[src/rtl/bo_byte_buffer.sv]
// Byte-out output buffer: absorbs 0/1/2 coded bytes per cycle, emits one byte per cycle
// on a first-word fall-through valid/ready stream. Optional byte counter: BO_BYTE_CNT_EN.
module bo_byte_buffer #(
  parameter int unsigned DEPTH = 16,
  parameter int unsigned AW    = 4
) (
  input  logic          clk,
  input  logic          rst,
  input  logic [15:0]   in_data,
  input  logic [1:0]    in_cnt,
  input  logic          in_flush,
  output logic [7:0]    out_data,
  output logic          out_valid,
  input  logic          out_ready,
  output logic          out_last,
  output logic [AW:0]   level,
  output logic          full,
  output logic          ovf,
  output logic [31:0]   byte_cnt
);

  localparam int unsigned LVW = AW + 1;
  localparam int unsigned NW  = AW + 2;

  logic [7:0]       mem_q [DEPTH];
  logic [DEPTH-1:0] tag_q, tag_d;
  logic [AW-1:0]    wr_ptr_q, wr_ptr_d, rd_ptr_q, rd_ptr_d;
  logic [AW-1:0]    wr_ptr_p1, wr_ptr_m1;
  logic [AW:0]      level_q, level_d, level_pop;
  logic             ovf_q, ovf_d;
  logic             pop, accept, we0, we1;
  logic [NW-1:0]    need;
  logic [1:0]       acc_cnt;
  logic [7:0]       wdata0;

  assign out_valid = (level_q != '0);
  assign out_data  = out_valid ? mem_q[rd_ptr_q] : 8'h00;
  assign out_last  = out_valid & tag_q[rd_ptr_q];
  assign level     = level_q;
  assign full      = (level_q > LVW'(DEPTH - 2));
  assign ovf       = ovf_q;

  // Acceptance counts the same-cycle pop; a write is taken whole or not at all.
  assign pop       = out_valid & out_ready;
  assign level_pop = level_q - LVW'(pop);
  assign need      = NW'(level_pop) + NW'(in_cnt);
  assign accept    = (in_cnt != 2'd0) && (in_cnt != 2'd3) && (need <= NW'(DEPTH));
  assign acc_cnt   = accept ? in_cnt : 2'd0;
  assign we0       = accept;
  assign we1       = accept && (in_cnt == 2'd2);
  assign wdata0    = (in_cnt == 2'd2) ? in_data[15:8] : in_data[7:0];
  assign wr_ptr_p1 = wr_ptr_q + AW'(1);
  assign wr_ptr_m1 = wr_ptr_q - AW'(1);

  always_comb begin
    tag_d    = tag_q;
    wr_ptr_d = wr_ptr_q + AW'(acc_cnt);
    rd_ptr_d = rd_ptr_q + AW'(pop);
    level_d  = level_pop + LVW'(acc_cnt);
    ovf_d    = ovf_q | ((in_cnt != 2'd0) && !accept);
    if (we0) tag_d[wr_ptr_q]  = in_flush & ~we1;
    if (we1) tag_d[wr_ptr_p1] = in_flush;
    // Flush with no accepted write marks the newest surviving entry.
    if (!accept && in_flush && (level_pop != '0)) tag_d[wr_ptr_m1] = 1'b1;
  end

  always_ff @(posedge clk or negedge rst) begin
    if (!rst) begin
      tag_q    <= '0;
      wr_ptr_q <= '0;
      rd_ptr_q <= '0;
      level_q  <= '0;
      ovf_q    <= 1'b0;
    end else begin
      tag_q    <= tag_d;
      wr_ptr_q <= wr_ptr_d;
      rd_ptr_q <= rd_ptr_d;
      level_q  <= level_d;
      ovf_q    <= ovf_d;
    end
  end

  // Payload storage needs no reset: out_data is gated by out_valid.
  always_ff @(posedge clk) begin
    if (we0) mem_q[wr_ptr_q]  <= wdata0;
    if (we1) mem_q[wr_ptr_p1] <= in_data[7:0];
  end

`ifdef BO_BYTE_CNT_EN
  logic [31:0] cnt_q;

  always_ff @(posedge clk or negedge rst) begin
    if (!rst) cnt_q <= 32'd0;
    else      cnt_q <= cnt_q + 32'(acc_cnt);
  end

  assign byte_cnt = cnt_q;
`else
  assign byte_cnt = 32'd0;
`endif

endmodule

[config.mk]
export PLATFORM = sky130hd
export DESIGN_NAME = bo_byte_buffer
export DESIGN_NICKNAME = d
export VERILOG_FILES = /design/src/rtl/bo_byte_buffer.sv
export SDC_FILE = /design/constraint.sdc
export NUM_CORES = 1
export LEC_CHECK = 0
export CORE_ASPECT_RATIO = 1.1
export CORE_MARGIN = 10
export CORE_UTILIZATION = 30
export DETAILED_ROUTE_END_ITERATION = 8
export HOLD_SLACK_MARGIN = 0.05
export MAX_ROUTING_LAYER = met4
export PLACE_DENSITY = 0.53
export SLEW_MARGIN = 30
export SYNTH_ARGS = -nofsm -noshare
export SYNTH_HDL_FRONTEND = slang
export SYNTH_SLANG_ARGS = --single-unit
[constraint.sdc]
create_clock -name clk -period 6.8 [get_ports clk]
set_input_delay 1.7 -clock clk [delete_from_list [all_inputs] [get_ports clk]]
set_output_delay 1.7 -clock clk [all_outputs]
set_load 0.01 [all_outputs]
# Word level (Yosys, flattened, before mapping)
# Memories as Yosys holds them, arrays and structs flattened.
# Cells that the tools add are included.
[op_classes]
add_sub_neg = 7
n_lt_le_gt_ge = 9
eq_ne = 2
mux = 20
bitwise = 6
n_reduce_logical = 13
[ops]
columns = ["op", "count"]
rows = [
  ["$mux W16", 3],
  ["$bwmux W16", 2],
  ["$lt A4 B5 Y1 const B", 4],
  ["$mux W8", 2],
  ["$or A16 B16 Y16", 1],
  ["$demux W1 S4", 3],
  ["$ge A4 B1 Y1 const B", 3],
  ["$reduce_bool A5 Y1", 2],
  ["$logic_and A1 B1 Y1", 9],
  ["$mux W1", 8],
  ["$add A5 B2 Y6", 1],
  ["$le A6 B5 Y1 const B", 1],
  ["$add A5 B2 Y5", 1],
  ["$gt A5 B4 Y1 const B", 1],
  ["$sub A5 B1 Y5", 1],
  ["$add A4 B1 Y4", 1],
  ["$add A4 B1 Y4 const B", 1],
  ["$add A4 B2 Y4", 1],
  ["$bmux W1 S4", 1],
  ["$sub A4 B1 Y4 const B", 1],
  ["$and A1 B1 Y1", 3],
  ["$eq A2 B2 Y1 const B", 1],
  ["$mux W2", 1],
  ["$ne A2 B2 Y1 const B", 1],
  ["other kinds (4)", 4],
]
[word_totals]
regBits = 30
ramBits = 128
inputBits = 22
output_inout_bits = 49
wordCells = 63
n_memories = 1
[mem_list]
columns = ["name", "words", "word_bits", "read_ports", "rd_clocked_by_memory_dff", "wr", "line_no", "text"]
rows = [
  ["mem_q", 16, 8, 1, 0, 2, "25", "logic [7:0] mem_q [DEPTH];"],
]

# Depth between registers and ports, before layout
# Gate-level depths: netlist (run 1).
[logic_depth]
depth_word = 15
ltp_mapped = 21
ltp_nobuf = 18

# Worst setup path before layout (run 1)
# OpenSTA, ideal clock, no wires.
[synth_path]
kind = "input port to flip-flop"
from = "input out_ready"
to = "memory mem_q[4][0] (enable)"
arrival_time_ns = 4.718
t_required_ns = 6.413
path_slack_ns = 1.696
cell_stages = 13
n_path_buf = 2
path_cell_list = "nor2b_1 ha_1 ha_1 inv_1 ha_1 a21oi_1 nor2_1 or2_2 a21oi_4 buf_4 o211ai_2 buf_4 o31ai_1"
[synth_lines]
columns = ["element", "line_no", "text"]
rows = [
  ["start: declaration", "14", "input logic out_ready,"],
  ["end: declaration", "25", ""],
]

# Worst setup path in the final report (run 1)
[layout_path]
from = "input out_ready"
to = "register level_q[4] (netlist: level[4])"
[layout_between]
elab_chain_cells = 7
[layout_rtl]
columns = ["element", "line_no", "text"]
rows = [
  ["$and A1 B1 Y1 *", "44", "assign pop = out_valid & out_ready;"],
  ["$sub A5 B1 Y5 *", "45", "assign level_pop = level_q - LVW'(pop);"],
  ["$add A5 B2 Y6", "46", "assign need = NW'(level_pop) + NW'(in_cnt);"],
  ["$le A6 B5 Y1", "47", "assign accept = (in_cnt != 2'd0) && (in_cnt != 2'd3) && (need <= NW'(DEPTH));"],
  ["$logic_and A1 B1 Y1", "47", ""],
  ["$mux W2", "48", "assign acc_cnt = accept ? in_cnt : 2'd0;"],
  ["$add A5 B2 Y5 *", "59", "level_d = level_pop + LVW'(acc_cnt);"],
  ["named net level_d[4]", "29", "logic [AW:0] level_q, level_d, level_pop;"],
  ["end signal: assignment", "78", "level_q <= level_d;"],
  ["end: declaration", "29", ""],
]
# The timed path passes the listed nets; every way through them passes the cells marked *.

==> flow_metrics.py, run 1 <==
metrics = {
    "grt": {
        "grt_max_degree": 37,
        "grt_pass1_vias": 6401,
        "grt_pass1_wl_um": 40600,
        "overflow": 0,
        "grt_use_total_pct": 14.2,
        "antenna_found_initial": 0,
    },
    "setup_path": {
        "critPathCaptureType": "register",
        "crit_arrival_ps": 5800,
        "rr_startpoint": "level[4]",
        "reg2reg_slack_ps": 1820,
        "crit_fanout": 26,
        "cp.required_ps": 7160,
        "reg2reg_to": "mem_q[10][0]",
        "start_kind": "primary input",
        "ff2ff_path_depth": 15,
        "worstSetupPathType": "primary input to register",
    },
    "timing": {
        "rsz0062_at_grt": "false",
        "worst_slew_pin_slew_ps": 1020,
        "period_share_pct": 80.0,
        "hold_viol": 0,
        "setup_tns_ps": 0,
        "max_freq_ghz": 0.184,
        "relSlewSlack_pct": 31.2,
        "finalCriticalPeriod_ps": 5440,
        "fin_worst_skew_ps": 8.24,
        "setup-violations-final": 0,
        "final_max_slew_viol_count": 0,
    },
    "detailed_routing": {
        "routed_wl_um": 26100,
        "vias": 6070,
        "drc": 0,
        "vias_per_cell": 5.29,
        "ant_nets": 0,
        "wire_per_inst_um": 22.8,
        "firstDrtPassIters": 5,
        "drt_iter0_drc": 642,
    },
    "worst_hold_path": {
        "whs_path_depth": 1,
        "holdCritStartpoint": "ovf",
        "hold_path_end": "ovf",
        "min_path_type": "register to register",
    },
    "floorplanning": {
        "rows": 67,
        "die_y_um": 203,
        "core-area_um2": 30300,
        "dieArea_um2": 37900,
        "start_util_pct": 30.2,
        "die_x_um": 186,
        "ios": 71,
    },
    "placed_design": {
        "portBuffers": 38,
        "gp_routability_congestion": 0.883,
        "hpwlAfterDp_um": 18300,
        "place_area_um2": 9850,
    },
    "yosys": {
        "synthCells": 691,
        "synth_top_cells_by_area": "edfxtp_1 (42%), mux4_2 (9.6%), dfrtp_1 (8.2%)",
        "synth-edff-count": 128,
        "synth_top_area_share_pct": 42.0,
        "synth-seq-area-share_pct": 50.2,
        "synth_top_area_cell": "edfxtp_1",
        "async_flop_share_pct": 19.0,
        "synth_cell_types": 70,
        "yosys_warnings": 0,
        "syn_area_um2": 9150,
        "avgSynthCellArea_um2": 13.2,
        "synth_flop_cell": "edfxtp_1",
        "synth_seq_cells": 158,
    },
    "final_layout": {
        "area_growth_pct": 13.8,
        "mostFrequentLayoutCells": "edfxtp_1 (128), o2bb2ai_1 (64), mux2_2 (62)",
        "fin_area_um2": 10400,
        "fin_nets": 757,
        "layout_commonest_cell": "edfxtp_1",
        "n_antenna_cell": 0,
        "drive_gt1_share_pct": 24.6,
        "regArea_um2": 4600,
        "multi_input_area_um2": 4200,
        "fill_cells": 2960,
    },
    "power_and_ir_drop": {
        "report.power.total_mw": 4.10,
        "total_leakage_power_nw": 3.47,
        "ir_worst_vdd_uv": 207,
        "p_int_mw": 2.47,
        "switching_power_mw": 1.64,
        "swShare_pct": 39.8,
        "pwr-share-seq_pct": 34.1,
        "power_frac_comb_pct": 43.4,
        "clock_power_share_pct": 22.5,
        "cellPowerDensity_nw_per_um2": 394,
    },
    "clock_tree": {
        "clk_latency_ps": 430,
        "clockRootBuffer": "clkbuf_16",
        "cts-resized-gates": 0,
        "ctsHoldBuffers": 0,
        "cts_tree": "built",
        "numCtsBuffers": 17,
        "cts_setup_buffers": 0,
        "htreeDepth": 4,
        "clock_path_buffers": 2,
        "cts_sinks": 158,
        "cts.clk_slew.worst_paths_ps": 70,
    },
    "job": {
        "drv_cap": 0,
    },
    "status": {
        "status": "complete, no violations",
    },
}
cell families after synthesis:
family,count (synthesis),synth area share (%)
muxes,116,18.9
and+or+nand+nor,130,6.58
AOI/OAI and AO/OA,169,15.4
other,1,0.0410
adders and majority gates,15,2.30
buffers and inverters,90,5.24
DFF,158,50.2
xor gates and xnor gates,12,1.31
sequential cells by signal (all words and copies together) (netlist names):
register / count
mem_q: 128
tag_q: 16
level: 5
rd_ptr_q: 4
wr_ptr_q: 4
ovf: 1
worst max path at each step:
stage	start	endpoint	depth (start not counted)
floorplan	out_ready	mem_q[4][0]	13
global placement	out_ready	level[4]	16
detailed placement	out_ready	level[4]	16
CTS	out_ready	mem_q[10][0]	13
global route	out_ready	level[4]	16
finish	out_ready	level[4]	16
layer usage:
layer | wire length, um | GRT usage [%] | up-vias
li1 | - | - | 2724
met1 | 11300 | 17.6 | 3125
met2 | 13200 | 23.5 | 199
met3 | 1170 | 2.66 | 22
met4 | 386 | 4.12 | 0
met5 | 0 | - | -
through the flow:
| stage | hold WS (ps) | util (%) | worst slack [ps] | cells |
|---|---|---|---|---|
| 6_report | 507 | 34.4 | 1360 | 1147 |
| 3_5_place_dp | 483 | 32.6 | 917 | 1115 |
| 3_3_place_gp | 505 | 32.6 | 966 | 1115 |
| 5_1_grt | 548 | 34.4 | 1040 | 1147 |
| 2_1_floorplan | 455 | - | 1700 | 722 |
| 4_1_cts | 510 | 34.4 | 1380 | 1147 |
worst max-delay path, stage by stage:
cell and delay [ps]:
clkdlybuf4s50_1 450, nor2b_1 210, ha_1 270, inv_1 100, ha_1 170, inv_1 50
fa_1 450, o21ai_0 190, nand2_1 60, a32o_2 390, o21ai_4 690, nor2_1 170
ha_1 260, fa_1 410, nand3_1 100, xor2_1 140
synth_stat cells (3+ instances only):
| master | n |
|---|---|
| o211ai_1 | 11 |
| mux4_2 | 39 |
| o22ai_1 | 6 |
| fa_1 | 3 |
| a21oi_1 | 12 |
| xnor2_1 | 6 |
| nor2_1 | 45 |
| or3_1 | 4 |
| o2bb2ai_1 | 64 |
| clkbuf_1 | 24 |
| ha_1 | 12 |
| nand2_1 | 37 |
| o21ai_4 | 4 |
| o21ai_0 | 20 |
| inv_1 | 16 |
| buf_1 | 7 |
| mux2_2 | 62 |
| nor2b_1 | 12 |
| nor3_1 | 6 |
| xor2_1 | 4 |
| buf_4 | 36 |
| o221ai_1 | 6 |
| dfrtp_1 | 30 |
| nand2b_1 | 5 |
| o21ai_2 | 9 |
| buf_2 | 5 |
| edfxtp_1 | 128 |
| mux2i_1 | 13 |
| nand3_1 | 7 |
| o31ai_1 | 4 |
layout make-up:
type	instances	area share, %
Sequential cell	158	44.2
Multi-Input combinational cell	474	40.3
Tap cell	414	4.98
Timing Repair Buffer	51	4.59
Clock buffer	17	4.09
Clock inverter	15	1.20
Inverter	18	0.649
power groups by stage:
stage | clock [mW] | combinational (mW) | sequential, mW
after detailed placement | 0 | 1.78 | 1.42
after floorplan | 0 | 1.30 | 1.30
after CTS | 0.930 | 1.79 | 1.40
after global routing | 0.972 | 1.94 | 1.42
final | 0.922 | 1.78 | 1.40
after global placement | 0 | 1.78 | 1.42
Note: power is estimated with default switching activity, not from simulation.
==> run 2: changes to the inputs <==
--- a/config.mk
+++ b/config.mk
@@ -11,7 +11,7 @@
 export DETAILED_ROUTE_END_ITERATION = 8
 export HOLD_SLACK_MARGIN = 0.05
 export MAX_ROUTING_LAYER = met4
-export PLACE_DENSITY = 0.53
+export PLACE_DENSITY = 0.54
 export SLEW_MARGIN = 30
 export SYNTH_ARGS = -nofsm -noshare
 export SYNTH_HDL_FRONTEND = slang
==> constraint.sdc (replaced) <==
create_clock -name clk -period 4.6 [get_ports clk]
set_input_delay 1.15 -clock clk [delete_from_list [all_inputs] [get_ports clk]]
set_output_delay 1.15 -clock clk [all_outputs]
set_load 0.01 [all_outputs]
==> run 2 against run 1 <==
Wire length up 3.7%. Die area stayed put. First-iteration DRC count shrank 7.3%. Sequential power increased by 46%. Total power up 59%. Non-clock buffer count is 60 higher. Clock power grew 62%. Worst hold slack improved by 3.7 ps. Largest power group unchanged.
==> flow_metrics.py, run 2 (same netlist as run 1, synthesis figures left out) <==
metrics = {
    "setup_path": {
        "crit_fanout": 9,
        "crit_arrival_ps": 4530,
        "critPathCaptureType": "register",
        "cp.required_ps": 4770,
        "ff2ff_path_depth": 15,
        "rr_startpoint": "level[4]",
        "reg2reg_slack_ps": 380,
        "reg2reg_to": "mem_q[1][6]",
        "worstSetupPathType": "primary input to register",
        "start_kind": "primary input",
    },
    "grt": {
        "grt_use_total_pct": 14.6,
        "grt_pass1_wl_um": 41500,
        "grt_max_degree": 31,
        "overflow": 0,
        "antenna_found_initial": 0,
        "grt_pass1_vias": 6565,
    },
    "final_layout": {
        "mostFrequentLayoutCells": "edfxtp_1 (128), buf_4 (68), o2bb2ai_1 (64)",
        "area_growth_pct": 20.1,
        "regMostFlops": "mem_q",
        "drive_gt1_share_pct": 30.3,
        "largest_reg_flops": 128,
        "final_cells": 1207,
        "fin_nets": 817,
        "n_antenna_cell": 0,
        "layout_commonest_cell": "edfxtp_1",
    },
    "detailed_routing": {
        "wire_per_inst_um": 22.4,
        "ant_nets": 0,
        "vias_per_cell": 5.27,
        "firstDrtPassIters": 5,
        "drt_iter0_drc": 595,
        "vias": 6366,
        "routed_wl_um": 27100,
        "drc": 0,
    },
    "timing": {
        "max_freq_ghz": 0.230,
        "setup_slack_ps": 244,
        "worst_slew_pin_slew_ps": 914,
        "setup-violations-final": 0,
        "hold_viol": 0,
        "setup_tns_ps": 0,
        "finalCriticalPeriod_ps": 4360,
        "relSlewSlack_pct": 38.8,
        "whs_ps": 511,
        "period_share_pct": 94.7,
        "final_max_slew_viol_count": 0,
        "fin_worst_skew_ps": 9.01,
    },
    "worst_hold_path": {
        "min_path_type": "register to register",
        "holdCritStartpoint": "ovf",
        "hold_path_end": "ovf",
        "whs_path_depth": 1,
    },
    "clock_tree": {
        "cts.clk_slew.worst_paths_ps": 60,
        "clock_path_buffers": 2,
        "cts_sinks": 158,
        "htreeDepth": 4,
        "ctsHoldBuffers": 0,
        "numCtsBuffers": 17,
        "cts_tree": "built",
        "clk_latency_ps": 430,
        "clockRootBuffer": "clkbuf_16",
    },
    "floorplanning": {
        "core-area_um2": 30300,
        "die_x_um": 186,
        "die_y_um": 203,
        "dieArea_um2": 37900,
        "rows": 67,
        "ios": 71,
        "start_util_pct": 30.2,
    },
    "status": {
        "status": "complete, no violations",
    },
    "placed_design": {
        "gp_routability_congestion": 0.935,
        "place_ws_ps": -243,
        "dp.cells": 1171,
        "portBuffers": 38,
        "hpwlAfterDp_um": 19200,
    },
    "power_and_ir_drop": {
        "total_leakage_power_nw": 3.82,
        "ir_worst_vdd_uv": 299,
        "cellPowerDensity_nw_per_um2": 594,
    },
    "job": {
        "drv_cap": 0,
    },
}
-- run 2: cell types whose count changed in the layout (fill, tap and decap cells not counted), moves of 2 or more --
cell,delta
buf_4,+55
buf_12,+5
clkinv_4,+4
inv_8,-4
bufinv_16,+3
clkinvlp_4,-2
-- run 2: cell type report --
class                           count  area, um2
Inverter                           18       67.6
Clock buffer                       18        429
Multi-Input combinational cell    474       4210
Tap cell                          414        518
Sequential cell                   158       4600
Clock inverter                     14        181
Timing Repair Buffer              111        991
Fill cell                        2943      19300
-- run 2: worst max-delay path by stage --
stage | start | to | slack (ps) | depth (start not counted)
final | out_ready | mem_q[1][6] | 240 | 14
after CTS | out_ready | mem_q[1][6] | 210 | 14
after detailed placement | out_ready | mem_q[1][7] | -240 | 14
after global routing | out_ready | mem_q[12][4] | -5 | 15
after global placement | out_ready | level[4] | -240 | 16
after floorplan | level[4] | level[4] | 70 | 20
-- run 2: layer usage --
metal,GRT usage (%),up-vias,part of all wire (%)
met4,3.98,0,1.2
met1,17.8,3265,43
met5,-,-,0
met2,24.5,228,51
met3,2.46,29,5.0
li1,-,2844,-
-- run 2: what timing repair did --
action	4_1_cts	5_1_grt
gates resized for setup	0	1
buffers inserted	0	4
endpoints found under the hold margin	0	0
setup endpoints to repair	0	10
-- run 2: critical path, cell delays in order --
cell,delay (ps)
clkdlybuf4s50_1,450
nor2b_1,180
ha_1,210
ha_1,270
inv_1,80
ha_1,220
a21oi_1,140
nor2_1,80
or2_2,320
a21oi_4,210
o21ai_4,130
buf_4,200
o21ai_2,470
mux2_2,400
-- run 2: through the flow --
stage / area [um2] / power, mW / utilization, %
floorplan: 9270 / 3.84 / -
global placement: 10300 / 5.03 / 34.2
detailed placement: 10300 / 5.05 / 34.2
CTS: 11000 / 6.54 / 36.2
global route: 11000 / 6.88 / 36.3
finish: 11000 / 6.53 / 36.3
-- run 2: where the power goes --
part           leakage (nW)  total, mW  switching [mW]  internal, mW
registers              1.49       2.05           0.256          1.79
clock network         0.291       1.49           0.623         0.864
logic                  2.04       3.00            1.59          1.41
==> run 3: changes to the inputs <==
--- a/config.mk
+++ b/config.mk
@@ -12,6 +12,7 @@
 export HOLD_SLACK_MARGIN = 0.05
 export MAX_ROUTING_LAYER = met4
 export PLACE_DENSITY = 0.54
+export SETUP_SLACK_MARGIN = 0.4
 export SLEW_MARGIN = 30
 export SYNTH_ARGS = -nofsm -noshare
 export SYNTH_HDL_FRONTEND = slang
==> run 3 against run 2 <==
Setup slack better by 260 ps. Global-route usage decreased by 0.19 points. Die area did not move. Critical endpoint is now out_data[0].
==> flow_metrics.py, run 3 (same netlist as run 1, synthesis figures left out) <==
metrics = {
    "final_layout": {
        "largest_reg_flops": 128,
        "mostFrequentLayoutCells": "edfxtp_1 (128), o2bb2ai_1 (64), mux2_2 (62)",
        "layout_commonest_cell": "edfxtp_1",
        "drive_gt1_share_pct": 33.1,
        "fin_area_um2": 11200,
        "regMostFlops": "mem_q",
        "area_growth_pct": 21.9,
        "fin_nets": 810,
        "fin_util_pct": 36.9,
    },
    "grt": {
        "overflow": 0,
        "grt_use_total_pct": 14.4,
        "grt_pass1_wl_um": 40600,
        "grt_max_degree": 40,
        "antenna_found_initial": 1,
        "grt_pass1_vias": 6483,
    },
    "power_and_ir_drop": {
        "report.power.total_mw": 6.61,
        "total_leakage_power_nw": 3.80,
        "ir_worst_vdd_uv": 402,
        "cellPowerDensity_nw_per_um2": 593,
    },
    "timing": {
        "worst_slew_pin_slew_ps": 780,
        "hold_viol": 0,
        "fin_worst_skew_ps": 8.06,
        "setup_slack_ps": 506,
        "rsz0062_at_grt": "false",
        "finalCriticalPeriod_ps": 4090,
        "setup-violations-final": 0,
        "setup_tns_ps": 0,
        "period_share_pct": 89.0,
        "max_freq_ghz": 0.244,
        "relSlewSlack_pct": 47.9,
        "final_max_slew_viol_count": 0,
    },
    "clock_tree": {
        "cts.clk_slew.worst_paths_ps": 70,
        "clk_latency_ps": 440,
        "cts_tree": "built",
        "numCtsBuffers": 17,
        "cts_sinks": 158,
        "htreeDepth": 4,
        "clockRootBuffer": "clkbuf_16",
        "clock_path_buffers": 2,
        "ctsHoldBuffers": 0,
    },
    "detailed_routing": {
        "ant_nets": 0,
        "vias": 6255,
        "wire_per_inst_um": 22.2,
        "vias_per_cell": 5.21,
        "routed_wl_um": 26700,
        "firstDrtPassIters": 4,
        "drt_iter0_drc": 488,
        "drc": 0,
    },
    "floorplanning": {
        "rows": 67,
        "die_x_um": 186,
        "core-area_um2": 30300,
        "die_y_um": 203,
        "dieArea_um2": 37900,
        "start_util_pct": 30.2,
        "ios": 71,
    },
    "setup_path": {
        "start_kind": "register",
        "crit_arrival_ps": 2940,
        "critPathCaptureType": "primary output",
        "worstSetupPathType": "register to primary output",
        "crit_fanout": 20,
        "cp.required_ps": 3450,
    },
    "placed_design": {
        "hpwlAfterDp_um": 19000,
        "gp_routability_congestion": 0.886,
        "portBuffers": 38,
        "place_ws_ps": -116,
        "place_area_um2": 10300,
    },
    "status": {
        "status": "complete, no violations",
    },
    "job": {
        "drv_cap": 0,
    },
    "worst_hold_path": {
        "min_path_type": "register to register",
    },
}
run 3: changes by cell type in the layout (fill, tap and decap cells not counted), moves of 4 or more:
cell    change
inv_1       -4
nor2_1      -8
ha_1        -5
buf_6       +5
buf_12      +4
buf_4      -18
nor2_2      +7
run 3: per-layer routing:
layer | track usage (%) | vias up | wire [um]
met5 | - | - | 0
met4 | 5.19 | 0 | 706
met3 | 3.21 | 45 | 1130
met2 | 22.9 | 177 | 13000
met1 | 17.7 | 3206 | 11800
li1 | - | 2827 | -
run 3: report_power, final:
part,leakage (nW),internal (mW),switching (mW)
Clock,0.284,0.811,0.640
Sequential,1.48,1.79,0.225
Combinational,2.03,1.47,1.67
Total,3.80,4.07,2.54
run 3: worst max-delay path, cell delays in order, from the launching register on:
cell	delay [ps]
dfrtp_2	500
buf_16	240
mux4_2	560
mux4_2	540
nor2b_1	160
clkdlybuf4s50_1	480
run 3: cell type report:
class | instances | area, um2
flip-flops and latches | 158 | 4600
clock buffers | 18 | 429
multi-input cells | 474 | 4330
inverters | 18 | 71.3
clock inverters | 13 | 154
fillers | 2940 | 19100
diodes | 1 | 2.50
repair buffers | 104 | 1040
well taps | 414 | 518
run 3: final timing paths:
check	start	end	slack (ps)	cells past startpoint
max in group asynchronous	rst	level[4]	3130	2
hold / removal	ovf	ovf	500	1
setup / recovery	rd_ptr_q[0]	out_data[0]	510	5
setup reg to reg	level[4]	mem_q[10][7]	580	16
min in group asynchronous	rst	tag_q[8]	1130	2
hold reg to reg	ovf	ovf	500	1
run 3: timing repair:
item                       4_1_cts  5_1_grt
cloned                           0        1
setup endpoints to repair       54      227
gates resized for setup          3       26
setup buffers                    1        7
pin swaps                        1       12
run 3: metrics by stage:
stage / hold slack [ps] / std cells
global placement: 485 / 1159
finish: 496 / 1200
CTS: 503 / 1191
floorplan: 455 / 722
global route: 524 / 1200
detailed placement: 475 / 1159
